**src/rtl/ifelse_branch_decoder_if.sv**
```systemverilog
// Stream bundle between the if/else generator, the branch decoder and the
// consumer of decoded branch indices.
//   in_valid   : {b,c,d} sample valid this cycle
//   b, c, d    : generator outputs being decoded
//   out_valid  : FIFO head holds a decoded branch
//   out_ready  : consumer accepts the head this cycle
//   out_branch : decoded branch index at the FIFO head
// The slave modport is the decoder's view; master is the surrounding logic.
interface ifelse_branch_decoder_if;
  logic       in_valid;
  logic       b;
  logic       c;
  logic [1:0] d;
  logic       out_valid;
  logic       out_ready;
  logic [1:0] out_branch;

  modport slave (
    input  in_valid, b, c, d, out_ready,
    output out_valid, out_branch
  );

  modport master (
    output in_valid, b, c, d, out_ready,
    input  out_valid, out_branch
  );
endinterface

```
**src/rtl/ifelse_branch_decoder.sv**
```systemverilog
// Recovers the branch index from samples of the if/else generator outputs,
// queues decoded indices in a small FIFO drained over a valid/ready stream,
// and keeps saturating per-branch hit counters plus an illegal-pattern count.
//   clock       : system clock, all state on the rising edge
//   reset       : synchronous, active-high
//   bus         : sample input and decoded-branch output stream (slave side)
//   cnt0..cnt3  : per-branch hit counts (saturating)
//   illegal_cnt : count of undecodable samples (saturating)
//   overflow    : sticky, a legal sample was dropped on a full FIFO
module ifelse_branch_decoder #(
  parameter int unsigned DEPTH = 4,
  parameter int unsigned CNT_W = 8
) (
  input  logic                 clock,
  input  logic                 reset,
  ifelse_branch_decoder_if.slave bus,
  output logic [CNT_W-1:0]     cnt0,
  output logic [CNT_W-1:0]     cnt1,
  output logic [CNT_W-1:0]     cnt2,
  output logic [CNT_W-1:0]     cnt3,
  output logic [CNT_W-1:0]     illegal_cnt,
  output logic                 overflow
);

  localparam int unsigned PtrW = (DEPTH > 1) ? $clog2(DEPTH) : 1;
  localparam logic [PtrW:0] FullOcc = (PtrW + 1)'(DEPTH);
  localparam logic [CNT_W-1:0] CntMax = {CNT_W{1'b1}};

  logic [1:0]      mem_q [DEPTH];
  logic [PtrW-1:0] rd_ptr_q, wr_ptr_q;
  logic [PtrW:0]   occ_q;
  logic [CNT_W-1:0] cnt_q [4];
  logic [CNT_W-1:0] illegal_q;
  logic            overflow_q;

  logic       legal;
  logic [1:0] branch;
  logic       full, pop, push, drop;

  // Combinational decode of {b, c, d[1:0]}.
  always_comb begin
    legal  = 1'b1;
    branch = 2'd0;
    case ({bus.b, bus.c, bus.d})
      4'b1000: branch = 2'd0;
      4'b0100: branch = 2'd1;
      4'b1001: branch = 2'd2;
      4'b0011: branch = 2'd3;
      default: legal  = 1'b0;
    endcase
  end

  always_comb begin
    full = (occ_q == FullOcc);
    pop  = bus.out_valid && bus.out_ready;
    // A full FIFO still accepts a push when the head leaves in the same cycle.
    push = bus.in_valid && legal && (!full || pop);
    drop = bus.in_valid && legal && full && !pop;
  end

  always_ff @(posedge clock) begin
    if (reset) begin
      for (int unsigned i = 0; i < DEPTH; i++) mem_q[i] <= 2'd0;
      rd_ptr_q   <= '0;
      wr_ptr_q   <= '0;
      occ_q      <= '0;
      for (int unsigned i = 0; i < 4; i++) cnt_q[i] <= '0;
      illegal_q  <= '0;
      overflow_q <= 1'b0;
    end else begin
      if (bus.in_valid) begin
        if (legal) begin
          if (cnt_q[branch] != CntMax) cnt_q[branch] <= cnt_q[branch] + 1'b1;
        end else if (illegal_q != CntMax) begin
          illegal_q <= illegal_q + 1'b1;
        end
      end
      if (push) begin
        mem_q[wr_ptr_q] <= branch;
        wr_ptr_q        <= wr_ptr_q + 1'b1;
      end
      if (pop) rd_ptr_q <= rd_ptr_q + 1'b1;
      case ({push, pop})
        2'b10:   occ_q <= occ_q + 1'b1;
        2'b01:   occ_q <= occ_q - 1'b1;
        default: occ_q <= occ_q;
      endcase
      if (drop) overflow_q <= 1'b1;
    end
  end

  assign bus.out_valid  = (occ_q != '0);
  assign bus.out_branch = mem_q[rd_ptr_q];
  assign cnt0           = cnt_q[0];
  assign cnt1           = cnt_q[1];
  assign cnt2           = cnt_q[2];
  assign cnt3           = cnt_q[3];
  assign illegal_cnt    = illegal_q;
  assign overflow       = overflow_q;

endmodule

```
**src/flat_wrapper.sv**
```systemverilog
// flat-port wrapper written by rule: the top's interface ports become plain ports
module ifelse_branch_decoder_flat 
#(
  parameter int unsigned DEPTH = 4,
  parameter int unsigned CNT_W = 8
)
  (clock, reset, cnt0, cnt1, cnt2, cnt3, illegal_cnt, overflow, bus_in_valid, bus_b, bus_c, bus_d, bus_out_ready, bus_out_valid, bus_out_branch);
  ifelse_branch_decoder_if bus_i ();
  input  logic clock;
  input  logic reset;
  output logic [CNT_W-1:0] cnt0;
  output logic [CNT_W-1:0] cnt1;
  output logic [CNT_W-1:0] cnt2;
  output logic [CNT_W-1:0] cnt3;
  output logic [CNT_W-1:0] illegal_cnt;
  output logic overflow;
  input wire logic [$bits(bus_i.in_valid)-1:0] bus_in_valid;
  input wire logic [$bits(bus_i.b)-1:0] bus_b;
  input wire logic [$bits(bus_i.c)-1:0] bus_c;
  input wire logic [$bits(bus_i.d)-1:0] bus_d;
  input wire logic [$bits(bus_i.out_ready)-1:0] bus_out_ready;
  output wire logic [$bits(bus_i.out_valid)-1:0] bus_out_valid;
  output wire logic [$bits(bus_i.out_branch)-1:0] bus_out_branch;
  assign bus_i.in_valid = bus_in_valid;
  assign bus_i.b = bus_b;
  assign bus_i.c = bus_c;
  assign bus_i.d = bus_d;
  assign bus_i.out_ready = bus_out_ready;
  assign bus_out_valid = bus_i.out_valid;
  assign bus_out_branch = bus_i.out_branch;
  ifelse_branch_decoder #(.DEPTH(DEPTH), .CNT_W(CNT_W)) u_core (.clock(clock), .reset(reset), .bus(bus_i), .cnt0(cnt0), .cnt1(cnt1), .cnt2(cnt2), .cnt3(cnt3), .illegal_cnt(illegal_cnt), .overflow(overflow));
endmodule
```
**config.mk**
```make
export PLATFORM = sky130hd
export DESIGN_NAME = ifelse_branch_decoder_flat
export DESIGN_NICKNAME = d
export VERILOG_FILES = /design/src/rtl/ifelse_branch_decoder_if.sv /design/src/rtl/ifelse_branch_decoder.sv /design/src/flat_wrapper.sv
export SDC_FILE = /design/constraint.sdc
export NUM_CORES = 1
export LEC_CHECK = 0
export CAP_MARGIN = 40
export CORE_ASPECT_RATIO = 1.1
export CORE_MARGIN = 3
export CORE_UTILIZATION = 38
export DETAILED_ROUTE_END_ITERATION = 12
export GPL_ROUTABILITY_DRIVEN = 0
export SLEW_MARGIN = 20
export SYNTH_ARGS = -nofsm -noshare
export SYNTH_HDL_FRONTEND = slang
export SYNTH_SLANG_ARGS = --single-unit
```
**constraint.sdc**
```tcl
create_clock -name clock -period 6.3 [get_ports clock]
set_input_delay 1.575 -clock clock [delete_from_list [all_inputs] [get_ports clock]]
set_output_delay 1.575 -clock clock [all_outputs]
set_load 0.02 [all_outputs]
```
After elaboration in Yosys (flattened, before gate mapping)
Memories as Yosys holds them, arrays and structs flattened. A register that Yosys moved wholly into a read port is not among the register bits.
Index checks and enable logic that the tools add are counted.
{ "totals": {"reg_bits": 16, "mem_bits_rw": 40, "in_bits": 8, "out_inout_bits": 44, "elab_cells": 58, "memories": 2} }
{ "op_classes": {"add_sub_neg": 6, "eq_ne": 9, "muxes": 21, "bitwise": 1, "n_reduce_logical": 14} }
{ "mem_list": {"columns": ["memory", "words", "width", "read_ports", "rd_ports_with_merged_regs", "write_ports", "line", "source"], "rows": [
  ["u_core.cnt_q", 4, 8, 5, 0, 4, "ifelse_branch_decoder.sv:32", "logic [CNT_W-1:0] cnt_q [4];"],
  ["u_core.mem_q", 4, 2, 1, 1, 4, "ifelse_branch_decoder.sv:29", "logic [1:0] mem_q [DEPTH];"]
]} }
{ "ops": {"columns": ["operator", "count"], "rows": [
  ["$add A8 B1 Y8 const B", 2],
  ["$ne A8 B8 Y1 const B", 2],
  ["$mux W1", 13],
  ["$mux W2", 5],
  ["$eq A4 B4 Y1 const B", 2],
  ["$mux W8", 1],
  ["$reduce_or A8 Y1", 1],
  ["$pmux W2 S3", 1],
  ["$pmux W3 S2", 1],
  ["$logic_and A1 B1 Y1", 5],
  ["$add A2 B1 Y2 const B", 2],
  ["$eq A4 B2 Y1 const B", 1],
  ["$eq A4 B3 Y1 const B", 1],
  ["$reduce_or A4 Y1", 1],
  ["$add A3 B1 Y3 const B", 1],
  ["$eq A3 B3 Y1 const B", 1],
  ["$reduce_and A3 Y1", 1],
  ["$reduce_bool A3 Y1", 1],
  ["$sub A3 B1 Y3 const B", 1],
  ["$eq A2 B1 Y1 const B", 1],
  ["$eq A2 B2 Y1 const B", 1],
  ["$logic_not A1 Y1", 2],
  ["$reduce_bool A2 Y1", 1],
  ["$reduce_or A2 Y1", 1],
  ["other kinds (2)", 2]
]} }

Logic depth before layout (Yosys ltp)
An unclocked memory read counts as a cell.
{ "depth": {"word_depth": 11, "depth_mapped": 9, "mapped_depth_nobuf": 9} }

Worst setup path before layout
Ideal clock, no wire load.
{ "synth_timing": {"path_type": "in2reg", "start": "input port bus_d[0]", "end": "memory u_core.cnt_q[2][0] (enable)", "setup_ns": 0.374, "arrival_ns": 3.721, "required_ns": 5.926, "slack_ns": 2.205, "stages": 9, "path_buffers": 2, "cell_sequence": "or4b_1 > buf_2 > o22ai_1 > o32ai_2 > ha_1 > nand3_1 > nor3_4 > buf_6 > o21ai_1"} }
{ "synth_lines": {"columns": ["item", "line", "source"], "rows": [
  ["start, declared", "flat_wrapper.sv:20", "input wire logic [$bits(bus_i.d)-1:0] bus_d;"],
  ["end, declared", "ifelse_branch_decoder.sv:32", null]
]} }

==> flow_summary.yaml <==
placed_design:
  place_ws_ns: 1.043
  place_hpwl_um: 6183
  dp_cells: 426
  port-buffer-count: 51
yosys:
  ys_top_cells_by_area: "edfxtp_1, dfxtp_1, nor2_1"
  synth_edf_count: 40
  synth_warnings: 0
  synth.top_cell.area_share_pct: 39.14
  yosys_most_used_dff: "edfxtp_1"
  synth_top_cell_by_area: "edfxtp_1"
  synthArstFlopShare_pct: 0
  synth.distinct_cells: 58
  synth.cell_area_um2: 3069
  ys_seq_elements: 58
  synth_nets: 297
  synthCells: 285
  synth-seq-area-share_pct: 50.88
  syn_area_per_cell_um2: 10.77
worst_setup_path:
  endpoint_kind: "flop"
  critPathArrivalTime_ns: 5.02
  reg2regPathDepth: 6
  max_stage_delay_ns: 0.77
  path_cells: "clkdlybuf4s50_1 > or4b_1 > o22ai_1 > o32ai_2 > ha_1 > nand3_1 > o31ai_4 > o21ai_1"
  crit_cells: 8
  cp_num_buf_inv: 1
  critical_path_class: "in2reg"
  crit_slowest_cell: "clkdlybuf4s50_1"
  path_max_fanout: 15
  r2r_slack_ns: 3.32
  path_delay_family: "compound AO/OA/AOI/OAI gates"
  crit_required_ns: 6.30
  cp-start-kind: "input pin"
cts:
  post_cts_resized: 0
  clk_pin_slew_ns: 0.07
  numCtsBuffers: 9
  hold_buffers: 0
  cts.sinks: 58
  htree_num_levels: 3
  root_buffer: "clkbuf_8"
  clockBufferDepth: 2
  cts_tree: "built"
  insertion_delay_ns: 0.33
  cts_setup_buffers: 0
detailed_routing:
  wl_per_cell_um: 19.36
  drc_errors: 0
  first_iter_violations: 236
  antenna_left: 0
  drt-pass1-iter-count: 5
  viasPerCell: 5.880
  wirelength_um: 8555
  vias: 2599
pwr:
  p_per_area_nw_per_um2: 259.9
  p_comb_share_pct: 18.4
  p_int_uw: 726.4
  peakVddDrop_uv: 125.4
  clkPwrFrac_pct: 36.6
  swShare_pct: 27.53
  seqPwrFrac_pct: 45.0
  p_sw_uw: 276.0
  leakagePower_uw: 0.001287
  power_uw: 1002
timing:
  worstMarginPinSlew_ns: 0.7318
  fin_crit_ns: 5.022
  skew_ns: 0.006358
  setup_viol: 0
  slew_viol_final: 0
  min_period_over_period_pct: 79.72
  finalWorstSetupSlack_ns: 1.278
  relSlewSlack_pct: 50.84
  timing.fmax_mhz: 199.1
  fin_setup_tns_ns: 0
  hold_violations: 0
  rsz0062_at_grt: "false"
floorplanning:
  core-area_um2: 7639
  start_util_pct: 40.18
  die_area_um2: 9192
  num_io_pins: 52
  std_cell_rows: 33
  dieWidth_um: 91.69
  die_h_um: 100.3
final_layout:
  final_cells: 442
  final_util_pct: 50.48
  nNetsFinal: 344
  final_common_cell: "clkdlybuf4s50_1"
  mostFrequentLayoutCells: "clkdlybuf4s50_1, edfxtp_1, nor2_1"
  area_growth_pct: 25.64
  diodes: 0
  drive_gt1_share_pct: 8.309
global_route:
  grt_start_max_net_pins: 34
  antenna_found_initial: 0
  grtUsageTotal_pct: 19.01
  grt_overflow: 0
  grt_pass1_vias: 2475
  grt_pass1_wl_um: 13440
hold_path:
  whs_path_depth: 2
  hold_path_class: "reg2reg"
run:
  drv_cap: 0
run_status:
  run_status: "completed"
cells in the mapped netlist, drive strengths merged (6+ instances only):
library cell  number
a21boi            15
a21oi              8
a22oi              8
buf                9
clkbuf             8
dfxtp             18
edfxtp            40
inv                8
nand2              7
nor2              27
nor3              19
nor4              16
o21ai              9
o22ai              7
o32ai              8
or3                6
xnor2              6
xor2               8
sequential cells by signal (all words and copies together), names as in the netlist, named ones only:
| signal | flops |
|---|---|
| u_core.illegal_cnt | 8 |
| u_core.mem_q | 8 |
| u_core.rd_ptr_q | 2 |
| u_core.cnt_q | 32 |
| u_core.occ_q | 3 |
| u_core.wr_ptr_q | 2 |
| u_core.overflow | 1 |
path summary, 6_finish.rpt:
check | end | start
max reg2reg | u_core.cnt_q[0][6] | u_core.cnt_q[0][0]
min reg2reg | u_core.overflow | u_core.overflow
max | u_core.cnt_q[0][6] | bus_d[0]
min | u_core.overflow | u_core.overflow
power by group through the flow:
stage	sequential, uW	clock (uW)	combinational, uW
global placement	460	0	182
floorplan	466	0	106
global route	454	386	201
CTS	452	375	184
finish	452	367	184
detailed placement	460	0	183
per-layer routing:
| layer | up-vias | routed length (um) | global-route usage [%] | part of all wire [%] |
|---|---|---|---|---|
| met4 | 0 | 201 | 7.657 | 2.3 |
| li1 | 1208 | - | - | - |
| met3 | 22 | 638 | 3.898 | 7.5 |
| met5 | - | 0 | 0 | 0 |
| met1 | 1237 | 3882 | 27.25 | 45 |
| met2 | 132 | 3833 | 28.22 | 45 |
worst reg2reg max path, stage by stage, from the launching register on:
cell and delay [ns]:
edfxtp_1 0.43, a21boi_0 0.17, o32ai_2 0.58, ha_1 0.31, nand3_1 0.22, o31ai_4 0.55
o21ai_1 0.37
kinds of logic after synthesis:
group / share of synthesized area, %
multiplexers: 1.794
flip-flops: 50.88
AND/OR/NAND/NOR: 20.34
XOR/XNOR: 3.995
adder cells (fa/ha/maj): 1.875
AO/OA/AOI/OAI: 17.37
buffers and inverters: 3.750
per-stage QoR:
stage | area [um2] | hold WS, ns
2_1_floorplan | 3069 | 0.4614
3_3_place_gp | 3641 | 0.4811
3_5_place_dp | 3641 | 0.4942
4_1_cts | 3856 | 0.5099
5_1_grt | 3856 | 0.5221
6_report | 3856 | 0.5074
cell type report:
type                    instances  area [um2]
fillers                       692        3782
flip-flops and latches         58        1562
multi-input cells             202        1393
repair buffers                 53       525.5
clock buffers                  12       166.4
well taps                     105       131.4
clock inverters                 4       48.80
inverters                       8       30.03
Note: power is estimated with default switching activity, not from simulation.
